## config.mk

```make
export PLATFORM = sky130hd
export DESIGN_NAME = resp_sig_compactor
export DESIGN_NICKNAME = d
export VERILOG_FILES = /design/src/rtl/resp_sig_pkg.sv /design/src/rtl/sig_fold_step.sv /design/src/rtl/resp_sig_compactor.sv
export SDC_FILE = /design/constraint.sdc
export NUM_CORES = 2
export LEC_CHECK = 0
export CAP_MARGIN = 0
export CORE_ASPECT_RATIO = 0.7
export CORE_MARGIN = 2
export CORE_UTILIZATION = 55
export DETAILED_ROUTE_END_ITERATION = 16
export HOLD_SLACK_MARGIN = 0.1
export PLACE_DENSITY = 0.81
export SLEW_MARGIN = 20
export SYNTH_ARGS = -nofsm -noshare
export SYNTH_HDL_FRONTEND = slang
export SYNTH_HIERARCHICAL = 1
export SYNTH_SLANG_ARGS = --single-unit
```

## constraint.sdc

```tcl
create_clock -name clk -period 15.04 [get_ports clk]
set_input_delay 1.504 -clock clk [delete_from_list [all_inputs] [get_ports clk]]
set_output_delay 1.504 -clock clk [all_outputs]
set_load 0.1 [all_outputs]
```

## src/rtl/resp_sig_pkg.sv

```systemverilog
// Shared types and constants for the response signature compactor.
// The fold constants match the stimulus-side LCG so both ends use the same recurrence.
package resp_sig_pkg;

  typedef logic [31:0] sig_t;

  typedef enum logic [1:0] {
    IDLE,
    COLLECT,
    FOLD,
    DONE
  } state_t;

  localparam sig_t DEF_SEED = 32'h0000_0000;
  localparam sig_t DEF_MULT = 32'h41C6_4E6D;
  localparam sig_t DEF_INC  = 32'h0000_3039;

  // Number of 32-bit chunks needed to cover a w-bit vector.
  function automatic int nchunk(int w);
    return (w + 31) / 32;
  endfunction

endpackage

```

## src/rtl/sig_fold_step.sv

```systemverilog
// One LCG-style fold: sig_next = (sig ^ chunk) * MULT + INC, modulo 2^32.
// Purely combinational so it can be reused outside the compactor FSM.
module sig_fold_step
  import resp_sig_pkg::*;
#(
  parameter sig_t MULT = DEF_MULT,
  parameter sig_t INC  = DEF_INC
) (
  input  sig_t sig,
  input  sig_t chunk,
  output sig_t sig_next
);

  sig_t mixed;

  assign mixed    = sig ^ chunk;
  // 32-bit context keeps only the low word of the product.
  assign sig_next = mixed * MULT + INC;

endmodule

```

## src/rtl/resp_sig_compactor.sv

```systemverilog
// Folds each accepted response vector, 32 bits per cycle, into a running signature
// and compares it with the golden value once the programmed vector count is reached.
module resp_sig_compactor
  import resp_sig_pkg::*;
#(
  parameter int   OUT_W = 330,
  parameter sig_t SEED  = DEF_SEED,
  parameter sig_t MULT  = DEF_MULT,
  parameter sig_t INC   = DEF_INC
) (
  input  logic             clk,
  input  logic             rst_n,
  input  logic             start,
  input  logic [31:0]      num_vectors,
  input  logic [31:0]      expected_sig,
  input  logic             vec_valid,
  output logic             vec_ready,
  input  logic [OUT_W-1:0] vec_data,
  output logic             busy,
  output logic             done,
  output logic             pass,
  output logic [31:0]      sig,
  output logic [31:0]      vec_count
);

  localparam int NCHUNK = nchunk(OUT_W);
  localparam int PAD_W  = NCHUNK * 32;
  localparam int CW     = (NCHUNK > 1) ? $clog2(NCHUNK) : 1;

  state_t                   state_q, state_d;
  logic [NCHUNK-1:0][31:0]  chunk_buf;
  logic [CW-1:0]            chunk_idx;
  logic [PAD_W-1:0]         vec_pad;
  sig_t                     sig_q, sig_next, chunk_cur;
  logic [31:0]              nvec_q;
  sig_t                     exp_q;
  logic                     pass_q;
  logic                     last_chunk, last_vec;

  // Zero-extend so the top chunk carries zeros above OUT_W-1.
  assign vec_pad    = PAD_W'(vec_data);
  assign chunk_cur  = chunk_buf[chunk_idx];
  assign last_chunk = (chunk_idx == CW'(NCHUNK - 1));
  assign last_vec   = ((vec_count + 32'd1) == nvec_q);

  sig_fold_step #(
    .MULT (MULT),
    .INC  (INC)
  ) u_fold (
    .sig      (sig_q),
    .chunk    (chunk_cur),
    .sig_next (sig_next)
  );

  always_comb begin
    state_d = state_q;
    case (state_q)
      IDLE, DONE: if (start) state_d = (num_vectors == 32'd0) ? DONE : COLLECT;
      COLLECT:    if (vec_valid) state_d = FOLD;
      FOLD:       if (last_chunk) state_d = last_vec ? DONE : COLLECT;
      default:    state_d = IDLE;
    endcase
  end

  always_ff @(posedge clk or negedge rst_n) begin
    if (!rst_n) begin
      state_q   <= IDLE;
      sig_q     <= SEED;
      vec_count <= '0;
      nvec_q    <= '0;
      exp_q     <= '0;
      pass_q    <= 1'b0;
      chunk_buf <= '0;
      chunk_idx <= '0;
    end else begin
      state_q <= state_d;
      case (state_q)
        IDLE, DONE: begin
          if (start) begin
            nvec_q    <= num_vectors;
            exp_q     <= expected_sig;
            sig_q     <= SEED;
            vec_count <= '0;
            pass_q    <= (num_vectors == 32'd0) && (SEED == expected_sig);
          end
        end
        COLLECT: begin
          if (vec_valid) begin
            chunk_buf <= vec_pad;
            chunk_idx <= '0;
          end
        end
        FOLD: begin
          sig_q     <= sig_next;
          chunk_idx <= chunk_idx + CW'(1);
          if (last_chunk) begin
            vec_count <= vec_count + 32'd1;
            if (last_vec) pass_q <= (sig_next == exp_q);
          end
        end
        default: ;
      endcase
    end
  end

  assign vec_ready = (state_q == COLLECT);
  assign busy      = (state_q == COLLECT) || (state_q == FOLD);
  assign done      = (state_q == DONE);
  assign pass      = pass_q;
  assign sig       = sig_q;

endmodule

```

======== Yosys cells after proc, flatten, opt, wreduce, memory -nomap -nowiden ========
Cells that the tools add are included.
word-level totals
  register bits after elaboration ......... 465
  bits in latches ......................... 0
  bits in writable memories ............... 0
  memory bits (read-only) ................. 0
  bits of input ports ..................... 398
  output and inout port bits .............. 68
  word-level logic and storage cells ...... 67
  memories kept ........................... 0
cells by class
  $add $sub $neg .......................... 3
  $mul .................................... 1
  div/mod/pow operators ................... 0
  magnitude comparators ................... 1
  eq/ne operators ......................... 10
  shifts and indexed selects .............. 0
  multiplexer cells ....................... 18
  bitwise gates (word level) .............. 1
  reductions and logical operators ........ 15
operators by type and width
  kind                                                        count
  binary-select mux 32 bit (select 4 bit)                     1
  case mux 32 bit (2 select lines)                            2
  two-way mux 32 bit                                          3
  == test 32 bit                                              2
  logical NOT 32 bit                                          2
  adder 32 x 1 -> 32 bit, second input constant               1
  adder 32 x 14 -> 32 bit, second input constant              1
  multiplier 32 x 31 -> 32 bit, second input constant         1
  XOR 32 bit                                                  1
  two-way mux 2 bit                                           5
  != test 2 bit, second input constant                        4
  case mux 4 bit (2 select lines)                             1
  AND reduction 2 bit                                         4
  case mux 2 bit (3 select lines)                             1
  AND reduction 3 bit                                         2
  less-than comparator 4 x 5 -> 1 bit, second input constant  1
  adder 4 x 1 -> 4 bit, second input constant                 1
  == test 2 bit, second input constant                        2
  == test 4 bit, second input constant                        1
  two-way mux 4 bit                                           1
  AND reduction 4 bit                                         1
  nonzero test 2 bit                                          2
  two-way mux 1 bit                                           3
  == test 2 x 1 -> 1 bit, second input constant               1
  other kinds (5)                                             5

======== Depth between registers and ports, before layout ========
  word-level depth ........................ 9
  depth in mapped cells ................... 39
  mapped depth without buffers ............ 36

======== Modules after synthesis ========
Netlist, hierarchy kept.
modules (own cells, without submodules)
  module              times used  cells an instance  area an instance (um2)  seq. area each (um2)
  resp_sig_compactor  1           1639               22053.7                 11636.2
  sig_fold_step       1           984                9276.4                  0.0

======== Worst setup path after synthesis ========
OpenSTA, ideal clock, no wires.
  kind .................................... register to register
  from .................................... reg chunk_idx[0]
  to ...................................... reg pass_q, in the netlist pass
  setup time .............................. 0.070 ns
  arrival ................................. 9.098 ns
  required time ........................... 14.970 ns
  setup slack ............................. 5.872 ns
  cell stages (with the launch flop) ...... 36
  buffers on the path ..................... 3
  period minus slack after synthesis ...... 9.168 ns
  cell sequence ........................... dfrtp_1 buf_1 buf_1 clkbuf_1 mux2_2 o221ai_1 nand2_1 xnor2_1 inv_1 ha_1 inv_1 fa_1 fa_1 fa_1 inv_1 fa_1 inv_1 fa_1 inv_1 fa_1 inv_1 fa_1 inv_1 ha_1 and4_1 nand2_1 o31ai_2 o21ai_2 o2111a_1 a311o_1 xnor2_1 nand4_1 nor4_1 nand4_1 o21ai_0 mux2_1
on the way
  word-level cells in the longest chain between the ends .. 9
  elaborated cells on any way between the ends .. 12
  those cells by class .................... add/sub: 1; mul: 1; eq/ne: 3; mux: 5; bitwise: 1; reduce/logical: 1
RTL lines
  element                                   line                      source
  start: declaration                        resp_sig_compactor.sv:32  logic [CW-1:0] chunk_idx;
  start signal: assignment                  resp_sig_compactor.sv:95  chunk_idx <= chunk_idx + CW'(1);
  binary-select mux 32 bit (select 4 bit)   resp_sig_compactor.sv:42  assign chunk_cur = chunk_buf[chunk_idx];
  two-way mux 32 bit (not written as such)  resp_sig_compactor.sv:42
  net chunk_cur[5]                          resp_sig_compactor.sv:34  sig_t sig_q, sig_next, chunk_cur;
  XOR 32 bit                                sig_fold_step.sv:16       assign mixed = sig ^ chunk;
  multiplier 32 x 31 -> 32 bit              sig_fold_step.sv:18       assign sig_next = mixed * MULT + INC;
  adder 32 x 14 -> 32 bit                   sig_fold_step.sv:18
  net sig_next[30]                          resp_sig_compactor.sv:34
  == test 32 bit                            resp_sig_compactor.sv:98  if (last_vec) pass_q <= (sig_next == exp_q);
  two-way mux 1 bit                         resp_sig_compactor.sv:98
  two-way mux 1 bit                         resp_sig_compactor.sv:96  if (last_chunk) begin
  case mux 1 bit (2 select lines)           resp_sig_compactor.sv:77  case (state_q)
  end signal: assignment                    resp_sig_compactor.sv:84  pass_q <= (num_vectors == 32'd0) && (SEED == expected_sig);
  end signal: assignment                    resp_sig_compactor.sv:98
  end: declaration                          resp_sig_compactor.sv:37  logic pass_q;
The timed path passes the listed nets, and every way through them passes these cells. The select of a mux whose other input is x is not followed.
A chain may end at the register's enable or synchronous reset.

======== Worst setup path in the final report ========
Ends and elaborated chain as after synthesis.

==> results.json <==
{
  "status": "finished clean",
  "worstHoldStart": "chunk_buf[209]",
  "cts_buffer_depth": 3,
  "whs_ns": 0.501,
  "cp_slowest_cell": "buf_4",
  "port_buffers": 465,
  "fp.dieW_um": 289,
  "hold_end": "chunk_buf[209]",
  "fin_crit_sh_pct": 70.1,
  "async_flop_share_pct": 100,
  "crit_path_end_kind": "register",
  "areaGrowthSynthToFinish_pct": 22.2,
  "cts.clk_slew.worst_paths_ns": 0.06,
  "syn_avg_cell_area_um2": 11.9,
  "clk_latency_ns": 0.62,
  "ys_warn_count": 6,
  "arrival_ns": 11.06,
  "wire_per_inst_um": 26.2,
  "critPathMaxStageDelay_ns": 0.87,
  "worstHoldPathType": "register to register",
  "max_slew_margin_pct": 24.2,
  "hold_viol": 0,
  "multi_input_area_mm2": 0.0179,
  "fillers": 4091,
  "drt-total-wl_um": 101000,
  "worstRegToRegCells": 32,
  "crit_path_frequent_cell": "fa_1",
  "regArea_mm2": 0.0116,
  "place_hpwl_um": 80200,
  "skew_ns": 0.0620,
  "drc_errors": 0,
  "grt_pass1_wl_um": 151000,
  "yosysSeqAreaShare_pct": 37.1,
  "drt_iter0_drc": 2226,
  "yosysTopAreaCell": "dfrtp_1",
  "layout_setup_ws_ns": 4.49,
  "cts_setup_buffers": 0,
  "ys.flop_type": "dfrtp_1",
  "drive_gt1_share_pct": 20.2,
  "reg2reg_slack_ns": 4.49,
  "fin_crit_ns": 10.55,
  "core_region_area_mm2": 0.0565,
  "rsz0062_at_grt": "no",
  "fp.dieH_um": 204,
  "syn_area_mm2": 0.0313,
  "r2r-start": "chunk_idx[0]",
  "vias_per_cell": 5.91,
  "cp_data_required_time_ns": 15.55,
  "setup_tns_ns": 0,
  "layout.nets": 3838,
  "dieArea_mm2": 0.0589,
  "setup_viol": 0,
  "cp_max_fo": 56,
  "grt_max_degree": 184,
  "final_cell_mix": "dfrtp_1, clkdlybuf4s50_1, mux2_2",
  "numCtsBuffers": 47,
  "synthCells": 2623,
  "start_kind": "register",
  "numClockSinks": 465,
  "synth_seq_cells": 465,
  "clockRootBuffer": "clkbuf_16",
  "vias": 22800,
  "overflow": 0,
  "post-place-ws_ns": 4.52,
  "r2r-end": "pass",
  "cts_hold_repair.buffers": 0,
  "start_util_pct": 55.4,
  "synth_top_area_share_pct": 37.1,
  "max_freq_mhz": 94.8,
  "fin_util_pct": 67.7,
  "drv_slew": 0,
  "synth_nets": 3415,
  "dr.pass1.iters": 7,
  "synthTopCellsByArea": "dfrtp_1, mux2_2, fa_1, ha_1, inv_1",
  "cts_resized": 0,
  "synth.distinct_cells": 83,
  "drv_cap": 0,
  "grt_pass1_vias": 23700,
  "min_path_cells": 1,
  "routabilityCongestion": 0.953,
  "cts_tree": "done",
  "criticalPathCategory": "register to register",
  "synth_edf_count": 0,
  "htree_num_levels": 2,
  "antenna_found_initial": 33,
  "rows": 73,
  "io_pins": 466,
  "antenna_left": 0,
  "tightest_slew_ns": 1.14,
  "grt.total_usage_pct": 34.9
}
## layer usage
| metal | part of all wire [%] | GRT usage, % | wire length, µm | vias to the layer above |
|---|---|---|---|---|
| met2 | 44 | 51.1 | 44300 | 953 |
| met1 | 44 | 51.2 | 44800 | 11700 |
| li1 | - | - | - | 9912 |
| met4 | 2.6 | 9.26 | 2610 | 18 |
| met5 | 0.11 | 0 | 112 | - |
| met3 | 9.2 | 9.55 | 9310 | 159 |
## how the worst max path moves through the flow
stage / start / to / slack [ns] / cells past startpoint
floorplan: chunk_idx[0] / pass / 5.87 / 35
global placement: chunk_idx[0] / pass / 4.74 / 32
detailed placement: chunk_idx[0] / pass / 4.52 / 32
CTS: chunk_idx[0] / pass / 4.46 / 32
global route: chunk_idx[0] / pass / 3.74 / 35
finish: chunk_idx[0] / pass / 4.49 / 32
## per-stage QoR
stage	std cells	instance area [µm²]
2_1_floorplan	2623	31300
3_3_place_gp	3746	36700
3_5_place_dp	3746	36700
4_1_cts	3830	38200
5_1_grt	3848	38300
6_report	3856	38300
## cell type report
cell class              instances  area share (%)
diodes                         25           0.163
clock buffers                  69            3.55
clock inverters                15           0.386
inverters                     376            3.69
multi-input cells            1669            46.6
flip-flops and latches        465            30.4
well taps                     750            2.45
repair buffers                487            12.7
## kinds of logic (layout without fill, tap and decap cells)
group / after synthesis / count (layout) / synth area share [%]
other cells: 0 / 25 / 0
xor+xnor: 172 / 172 / 4.88
compound gates: 296 / 296 / 6.47
fa+ha+maj: 395 / 395 / 20.2
buf+inv: 489 / 947 / 5.96
simple gates: 299 / 299 / 5.28
flops: 465 / 465 / 37.1
mux: 507 / 507 / 20.1
## synthesized netlist by cell type (5+ instances only)
master,instances
a21oi_1,60
and4_1,7
nand2b_1,10
o31ai_1,13
nor4b_1,5
a31oi_1,17
mux2i_1,15
fa_1,184
xnor2_1,98
and2_1,12
xor2_1,72
a22oi_1,11
inv_1,376
and3_1,9
ha_1,210
nand2_1,94
a21o_1,15
buf_2,5
nor2_1,46
nor4_1,27
o21ai_0,64
a22o_1,33
a211oi_1,5
dfrtp_1,465
o221ai_1,10
mux4_2,54
mux2_2,437
a221oi_1,22
nor3_1,8
nand3_1,23
nand4_1,23
buf_1,12
clkbuf_1,89
## worst max-delay path: cells and delay by family, from the launching register on
family,cells,cell delay [ns]
multiplexers,2,0.75
adder cells (fa/ha/maj),9,3.99
buffers and inverters,5,1.14
AO/OA/AOI/OAI,10,2.38
XOR/XNOR,3,0.92
AND/OR/NAND/NOR,3,0.40
flip-flops,1,0.83
## flip-flops by register name (all words and copies together) (netlist names)
name / flops
sig: 32
pass: 1
chunk_buf: 330
nvec_q: 32
vec_count: 32
exp_q: 32
state_q: 2
chunk_idx: 4
Power is left out: the tool's default activity adds up to more than one toggle a clock period on the data nets, which glitch-free logic cannot reach.
